**src/rtl/lc2k_pkg.sv**
```systemverilog
// Shared encodings for the LC-2K multicycle control sequencer:
// opcodes, FSM states and datapath select codes.
package lc2k_pkg;

  localparam logic [2:0] OP_ADD  = 3'b000;
  localparam logic [2:0] OP_NOR  = 3'b001;
  localparam logic [2:0] OP_LW   = 3'b010;
  localparam logic [2:0] OP_SW   = 3'b011;
  localparam logic [2:0] OP_BEQ  = 3'b100;
  localparam logic [2:0] OP_JALR = 3'b101;
  localparam logic [2:0] OP_HALT = 3'b110;
  localparam logic [2:0] OP_NOOP = 3'b111;

  typedef enum logic [2:0] {
    S_IDLE,
    S_FETCH,
    S_DECODE,
    S_EXEC,
    S_MEM,
    S_WB,
    S_HALTED
  } state_t;

  localparam logic [1:0] PC_INC  = 2'b00;
  localparam logic [1:0] PC_BR   = 2'b01;
  localparam logic [1:0] PC_REGA = 2'b10;

  localparam logic [1:0] WB_ALU = 2'b00;
  localparam logic [1:0] WB_MEM = 2'b01;
  localparam logic [1:0] WB_PC  = 2'b10;

  localparam logic [1:0] ALU_ADD = 2'b00;
  localparam logic [1:0] ALU_NOR = 2'b01;
  localparam logic [1:0] ALU_EQ  = 2'b10;

endpackage

```
**src/rtl/sat_counter.sv**
```systemverilog
// Saturating up-counter with async reset and sync clear;
// sticks at all-ones instead of wrapping.
module sat_counter #(
  parameter int W = 32
) (
  input  logic         clk,
  input  logic         reset,
  input  logic         inc,
  input  logic         clr,
  output logic [W-1:0] count
);

  // count up on inc, hold once every bit is set
  always_ff @(posedge clk or posedge reset) begin
    if (reset) begin
      count <= '0;
    end else if (clr) begin
      count <= '0;
    end else if (inc && (count != '1)) begin
      count <= count + 1'b1;
    end
  end

endmodule

```
**src/rtl/multicycle_sequencer.sv**
```systemverilog
// LC-2K multicycle control FSM: fetch/decode/exec/mem/wb
// strobes plus saturating retired-instruction and cycle counters.
module multicycle_sequencer
  import lc2k_pkg::*;
#(
  parameter int COUNT_W = 32
) (
  input  logic               clk,
  input  logic               reset,
  input  logic               start,
  input  logic [2:0]         opcode,
  input  logic               alu_eq,
  input  logic               mem_ready,
  output logic               mem_req,
  output logic               mem_we,
  output logic               mem_addr_sel,
  output logic               ir_write,
  output logic               pc_write,
  output logic [1:0]         pc_src,
  output logic               reg_write,
  output logic               reg_dst,
  output logic [1:0]         wb_sel,
  output logic               alu_srcB,
  output logic [1:0]         alu_op,
  output logic               halted,
  output logic [COUNT_W-1:0] instr_count,
  output logic [COUNT_W-1:0] cycle_count
);

  state_t     state;
  state_t     next;
  logic [2:0] op_q;
  logic       retire;
  logic       busy;

  // state register; opcode is captured only while decoding
  always_ff @(posedge clk or posedge reset) begin
    if (reset) begin
      state <= S_IDLE;
      op_q  <= OP_NOOP;
    end else begin
      state <= next;
      if (state == S_DECODE) begin
        op_q <= opcode;
      end
    end
  end

  // next state, strobes and the retire pulse
  always_comb begin
    next         = state;
    mem_req      = 1'b0;
    mem_we       = 1'b0;
    mem_addr_sel = 1'b0;
    ir_write     = 1'b0;
    pc_write     = 1'b0;
    pc_src       = PC_INC;
    reg_write    = 1'b0;
    reg_dst      = 1'b0;
    wb_sel       = WB_ALU;
    alu_srcB     = 1'b0;
    alu_op       = ALU_ADD;
    halted       = 1'b0;
    retire       = 1'b0;
    unique case (state)
      S_IDLE: begin
        if (start) next = S_FETCH;
      end
      S_FETCH: begin
        mem_req = 1'b1;
        if (mem_ready) begin
          ir_write = 1'b1;
          pc_write = 1'b1;
          pc_src   = PC_INC;
          next     = S_DECODE;
        end
      end
      S_DECODE: begin
        case (opcode)
          OP_HALT: begin
            next   = S_HALTED;
            retire = 1'b1;
          end
          OP_NOOP: begin
            next   = S_FETCH;
            retire = 1'b1;
          end
          default: next = S_EXEC;
        endcase
      end
      S_EXEC: begin
        next = S_FETCH;
        case (op_q)
          OP_ADD, OP_NOR: begin
            alu_srcB = 1'b1;
            alu_op   = (op_q == OP_NOR) ? ALU_NOR : ALU_ADD;
            next     = S_WB;
          end
          OP_LW, OP_SW: begin
            alu_srcB = 1'b0;
            alu_op   = ALU_ADD;
            next     = S_MEM;
          end
          OP_BEQ: begin
            alu_srcB = 1'b1;
            alu_op   = ALU_EQ;
            retire   = 1'b1;
            if (alu_eq) begin
              pc_write = 1'b1;
              pc_src   = PC_BR;
            end
          end
          OP_JALR: begin
            reg_write = 1'b1;
            reg_dst   = 1'b0;
            wb_sel    = WB_PC;
            pc_write  = 1'b1;
            pc_src    = PC_REGA;
            retire    = 1'b1;
          end
          default: retire = 1'b1;
        endcase
      end
      S_MEM: begin
        mem_req      = 1'b1;
        mem_addr_sel = 1'b1;
        mem_we       = (op_q == OP_SW);
        if (mem_ready) begin
          if (op_q == OP_SW) begin
            next   = S_FETCH;
            retire = 1'b1;
          end else begin
            next = S_WB;
          end
        end
      end
      S_WB: begin
        reg_write = 1'b1;
        retire    = 1'b1;
        next      = S_FETCH;
        if (op_q == OP_LW) begin
          reg_dst = 1'b0;
          wb_sel  = WB_MEM;
        end else begin
          reg_dst = 1'b1;
          wb_sel  = WB_ALU;
        end
      end
      S_HALTED: begin
        halted = 1'b1;
      end
      default: next = S_IDLE;
    endcase
  end

  assign busy = (state != S_IDLE) && (state != S_HALTED);

  sat_counter #(.W(COUNT_W)) u_instr_cnt (
    .clk   (clk),
    .reset (reset),
    .inc   (retire),
    .clr   (1'b0),
    .count (instr_count)
  );

  sat_counter #(.W(COUNT_W)) u_cycle_cnt (
    .clk   (clk),
    .reset (reset),
    .inc   (busy),
    .clr   (1'b0),
    .count (cycle_count)
  );

endmodule

```
**config.mk**
```make
export PLATFORM = sky130hd
export DESIGN_NAME = multicycle_sequencer
export DESIGN_NICKNAME = d
export VERILOG_FILES = /design/src/rtl/lc2k_pkg.sv /design/src/rtl/sat_counter.sv /design/src/rtl/multicycle_sequencer.sv
export SDC_FILE = /design/constraint.sdc
export NUM_CORES = 1
export LEC_CHECK = 0
export CAP_MARGIN = 0
export CELL_PAD_IN_SITES_DETAIL_PLACEMENT = 1
export CELL_PAD_IN_SITES_GLOBAL_PLACEMENT = 2
export CORE_MARGIN = 3
export CORE_UTILIZATION = 31
export DETAILED_ROUTE_END_ITERATION = 10
export GPL_TIMING_DRIVEN = 0
export PLACE_DENSITY = 0.77
export SLEW_MARGIN = 25
export SYNTH_ARGS = -nofsm -noshare
export SYNTH_HDL_FRONTEND = slang
export SYNTH_SLANG_ARGS = --single-unit
```
**constraint.sdc**
```tcl
create_clock -name clk -period 2.85 [get_ports clk]
set_clock_uncertainty 0.05 [all_clocks]
set_input_delay 0.57 -clock clk [delete_from_list [all_inputs] [get_ports clk]]
set_output_delay 0.57 -clock clk [all_outputs]
set_load 0.05 [all_outputs]
```
After elaboration in Yosys (flattened, before gate mapping):

Index checks and enable logic that the tools add are counted.

* word-level logic and storage cells: 75
* register bits after elaboration: 70
* output and inout bits: 79

* equal/unequal tests: 19
* add/sub/neg operators: 2
* bitwise operators: 1
* mux-type cells: 36
* reductions and logical operators: 13

Operator list (count)
* 32-bit by 1-bit adder with 32-bit output (second input constant): 2
* 32-bit != test (second input constant): 2
* 3-bit == test (second input constant): 7
* 3-bit one-hot mux with 7 select lines: 1
* 1-bit 2-to-1 mux: 19
* 3-bit by 2-bit == test with 1-bit output (second input constant): 4
* 3-bit 2-to-1 mux: 4
* 2-bit one-hot mux with 2 select lines: 3
* 3-bit one-hot mux with 2 select lines: 2
* 2-bit OR reduction: 4
* 3-bit by 1-bit == test with 1-bit output (second input constant): 2
* 3-bit zero test: 2
* 2-bit 2-to-1 mux: 3
* 2-bit != test (second input constant): 3
* 1-bit one-hot mux with 2 select lines: 3
* 1-bit one-hot mux with 4 select lines: 1
* 4-bit AND reduction: 1
* 4-bit OR reduction: 1
* 1-bit logical AND: 3
* 3-bit != test (second input constant): 1
* 3-bit nonzero test: 1
* 3-bit OR reduction: 1
* 1-bit inverter: 1

Longest topological paths before layout:

* word-level depth: 5
* mapped depth: 7
* depth with buffers taken out: 6

Hierarchy:

Synthesis repeated with hierarchy kept, for this count alone.

* cell total of the unflattened synthesis: 443
* area total of the unflattened synthesis: 4038.9 µm²

By module, submodules not included
* sat_counter: times used 2, seq. area each 800.8 µm², area an instance 1740.4 µm², cells an instance 186
* multicycle_sequencer: times used 1, seq. area each 153.9 µm², area an instance 558.0 µm², cells an instance 71

Worst setup path after synthesis:

OpenSTA, ideal clock, no wires.

* kind: register -> output
* from: register state[0]
* to: output port pc_write
* data required time: 2.230 ns
* slack: -1.118 ns
* stages on the path, launching flop included: 8
* arrival: 3.348 ns
* cell sequence: dfrtp_1 -> buf_2 -> inv_1 -> or3_1 -> clkbuf_1 -> nor3b_1 -> and2_1 -> or3_1

* longest elaborated chain between the ends: 2
* elaborated cells on any way between the ends: 3
* those cells by class: eq/ne (2); mux (1)

RTL lines
* start, declared: line multicycle_sequencer.sv:30 `state_t state;`
* start signal, assigned: line multicycle_sequencer.sv:42 `state <= next;`
* 3-bit by 2-bit == test with 1-bit output / 3-bit by 1-bit == test with 1-bit output (equally long branches): line multicycle_sequencer.sv:65 `unique case (state)`
* 1-bit one-hot mux with 2 select lines *: line multicycle_sequencer.sv:65
* end, declared: line multicycle_sequencer.sv:18 `output logic pc_write,`

Mark *: on every way between the ends. The rest lies on a longest branch, timed or not.

Worst setup path after layout:

Ends and elaborated chain as after synthesis.

==> impl_metrics.csv <==
group,metric,value,unit
drt,drc_errors,0,
global_route,gr-total-overflow,0,
pwr,leakage,2.21,nW
logic_synthesis,syn_nets,372,
logic_synthesis,synth-main-ff-cell,"dfrtp_1",
floorplan,fp.dieArea,13300,sq um
floorplan,ios,87,
layout,drive_above_1_share,0.137,
min_path,hold_end,"u_cycle_cnt.count[28]",
logic_synthesis,syn_area_per_cell,10.3,sq um
drt,drt-pass1-iter-count,4,
setup_path,worstSetupStartpointType,"flip-flop",
placed_design,dp_cells,591,
timing,layout_min_cycle_time,2.74,ns
logic_synthesis,synth_area_leader_cell,"dfrtp_1",
pwr,ir_drop,0.660,mV
job,cap_violations,0,
logic_synthesis,synth_cells,361,
layout,stdcell_count,609,
layout,num-nets-final,472,
layout,n_antenna_cell,0,
timing,hold_viol_final,0,
setup_path,crit_chain,"buf_2, clkinvlp_4, or3_4, nor3b_4, and2_4, or3_4, buf_4",
logic_synthesis,yosys.area.top_type_share,0.451,
setup_path,worstPathRequired,2.23,ns
setup_path,slowest_stage,"or3_4",
floorplan,die_width,116,um
min_path,min_path_cells,1,
outcome,outcome,"finished, final reports clean",
timing,relSlewSlack,0.353,
logic_synthesis,yosysMostFrequentCell,"dfrtp_1",
clocking,clk_pin_slew,0.06,ns
logic_synthesis,yosys-top-cells-area,"dfrtp_1 45%, xnor2_1 7.3%, xor2_1 6.8%",
drt,wirelength,10.2,mm
setup_path,critPathMaxStageDelay,0.43,ns
setup_path,cp_max_fo,10,
logic_synthesis,seq_area_frac_synth,0.472,
clocking,cts_hold_buf,0,
min_path,hold_class,"flip-flop to flip-flop",
setup_path,critical_path.top_delay_family,"simple AND/OR/NAND/NOR gates",
timing,max_freq,365,MHz
global_route,grt_pass1_vias,3299,
clocking,cts_sinks,70,
global_route,grt_start_max_net_pins,50,
placed_design,portBuffers,86,
logic_synthesis,synth-edff-count,0,
setup_path,r2r-start,"op_q[0]",
logic_synthesis,yosysWarnings,0,
drt,wl_per_cell,16.7,um
clocking,clk_path_buf_depth,2,
clocking,numCtsBuffers,9,
setup_path,arrival,2.12,ns
logic_synthesis,ys_ff_latch,70,
drt,ant_nets,0,
setup_path,rr_endpoint,"u_instr_cnt.count[31]",
drt,num_vias,3135,
timing,period_share,0.962,
floorplan,dieHeight,116,um
layout,post-route-cell-area,5130,sq um
setup_path,endpoint_kind,"output pin",
setup_path,regToRegSetupSlack,0.39,ns
placed_design,placed_area,4810,sq um
logic_synthesis,synthTopCellsByCount,"67 x dfrtp_1, 31 x xnor2_1, 30 x nand3_1",
placed_design,gp_congestion,0.757,
timing,worstMarginPinSlew,0.961,ns
setup_path,path_class,"flip-flop to output pin",
setup_path,worst-r2r-cell-count,6,
floorplan,row_count,39,
global_route,grt.total_usage,0.161,
floorplan,design.core.area,11600,sq um
min_path,min_from,"u_cycle_cnt.count[28]",
logic_synthesis,syn_area,3720,sq um
drt,drt_iter0_markers,97,
logic_synthesis,yosysUniqueCellTypes,52,
clocking,cts_max_level,3,
setup_path,crit_buf_inv,3,
logic_synthesis,synthArstFlopShare,1.00,
placed_design,hpwl,7.37,mm
global_route,antenna_found_initial,0,
layout,fill_cells,1301,
setup_path,cp_common_cell,"or3_4",
layout,syn2layout_area_growth,37.9,%
clocking,clock_latency,0.34,ns
global_route,grt_pass1_wl,17.1,mm
timing,slew_violations,0,
clocking,cts_tree,"yes",
drt,viasPerCell,5.15,
pwr,power_density,746,nW/um^2
clocking,cts_root_buf,"clkbuf_16",
timing,setup_viol,0,
floorplan,initial_utilization,0.321,
## sequential cells by signal, indices dropped and copies added, names as in the netlist
signal and flops:
op_q 3, u_cycle_cnt.count 32, state 3, u_instr_cnt.count 32
## logic make-up (layout without fill, tap and decap cells)
group,Yosys count,count (layout),synth area share
mux,8,8,0.0252
flops,70,70,0.472
fa+ha+maj,3,3,0.0101
xor+xnor,60,60,0.141
simple gates,174,174,0.266
compound gates,24,24,0.0592
buf+inv,22,127,0.0259
## final cells by class
type,instances,area [sq um],share of cell area
Timing Repair Buffer,90,883,0.172
Tap cell,143,179,0.0349
Clock buffer,12,246,0.0481
Multi-Input combinational cell,269,1890,0.369
Clock inverter,4,70.1,0.0137
Inverter,15,62.6,0.0122
Sequential cell,70,1760,0.342
Buffer,6,36.3,0.00708
## worst register-to-register path: stages (launching register included)
cell and delay [ns]:
dfstp_2 0.51, clkbuf_1 0.33, nand3b_1 0.25, o31ai_4 0.40, o2111a_2 0.35, nand3_1 0.14
mux2_4 0.32
## timing repair
item | CTS | global route
endpoints found under the setup margin | 14 | 9
setup buffers | 0 | 3
resized for setup | 31 | 6
## worst max path at each step
stage / start / endpoint / slack, ns / cells past startpoint
2_1_floorplan: state[0] / reg_write / -0.003 / 5
3_3_place_gp: reset / u_instr_cnt.count[15] / -0.91 / 2
3_5_place_dp: state[0] / pc_write / -0.33 / 8
4_1_cts: state[0] / alu_op[0] / 0.02 / 5
5_1_grt: op_q[0] / mem_we / -0.01 / 4
6_report: state[0] / pc_write / 0.11 / 7
## report_power, final
part | internal [mW] | switching (mW)
Sequential | 1.13 | 0.130
Combinational | 0.485 | 0.874
Clock | 0.788 | 0.424
## per-stage QoR
stage | setup TNS, ns | total power, mW | util | setup slack [ns] | hold slack (ns)
2_1_floorplan | -0.00256 | 2.20 | - | -0.00256 | 0.535
3_3_place_gp | -61.77 | 2.59 | 0.413 | -0.908 | 0.431
3_5_place_dp | -0.913 | 2.63 | 0.416 | -0.332 | 0.433
4_1_cts | 0 | 3.85 | 0.442 | 0.0157 | 0.447
5_1_grt | -0.0124 | 4.04 | 0.443 | -0.0117 | 0.474
6_report | 0 | 3.83 | 0.443 | 0.109 | 0.448
## layout by cell type (no fill, tap or decap), types with 4 or more instances in the layout
master            n
clkbuf_16         9
dfrtp_1          67
clkbuf_1          4
inv_1            13
nand3_1          30
mux2_2            6
nand4_1          20
nor4_1            5
and4_1            8
buf_4             5
a21oi_1           4
dlygate4sd2_1     6
nand2b_1          5
clkdlybuf4s50_1  72
and3_1           10
nand2_1          25
xnor2_1          31
nor2_1           28
nor3_1           17
xor2_1           29
## metal layers
| layer | vias to the layer above | track usage | part of all wire | wire, um |
|---|---|---|---|---|
| met5 | - | 0 | 0 | 0 |
| met3 | 8 | 0.0319 | 0.037 | 379 |
| met1 | 1573 | 0.219 | 0.47 | 4820 |
| li1 | 1489 | - | - | - |
| met4 | 0 | 0.0665 | 0.013 | 131 |
| met2 | 65 | 0.253 | 0.47 | 4830 |
Power figures use the tool's default switching activity.
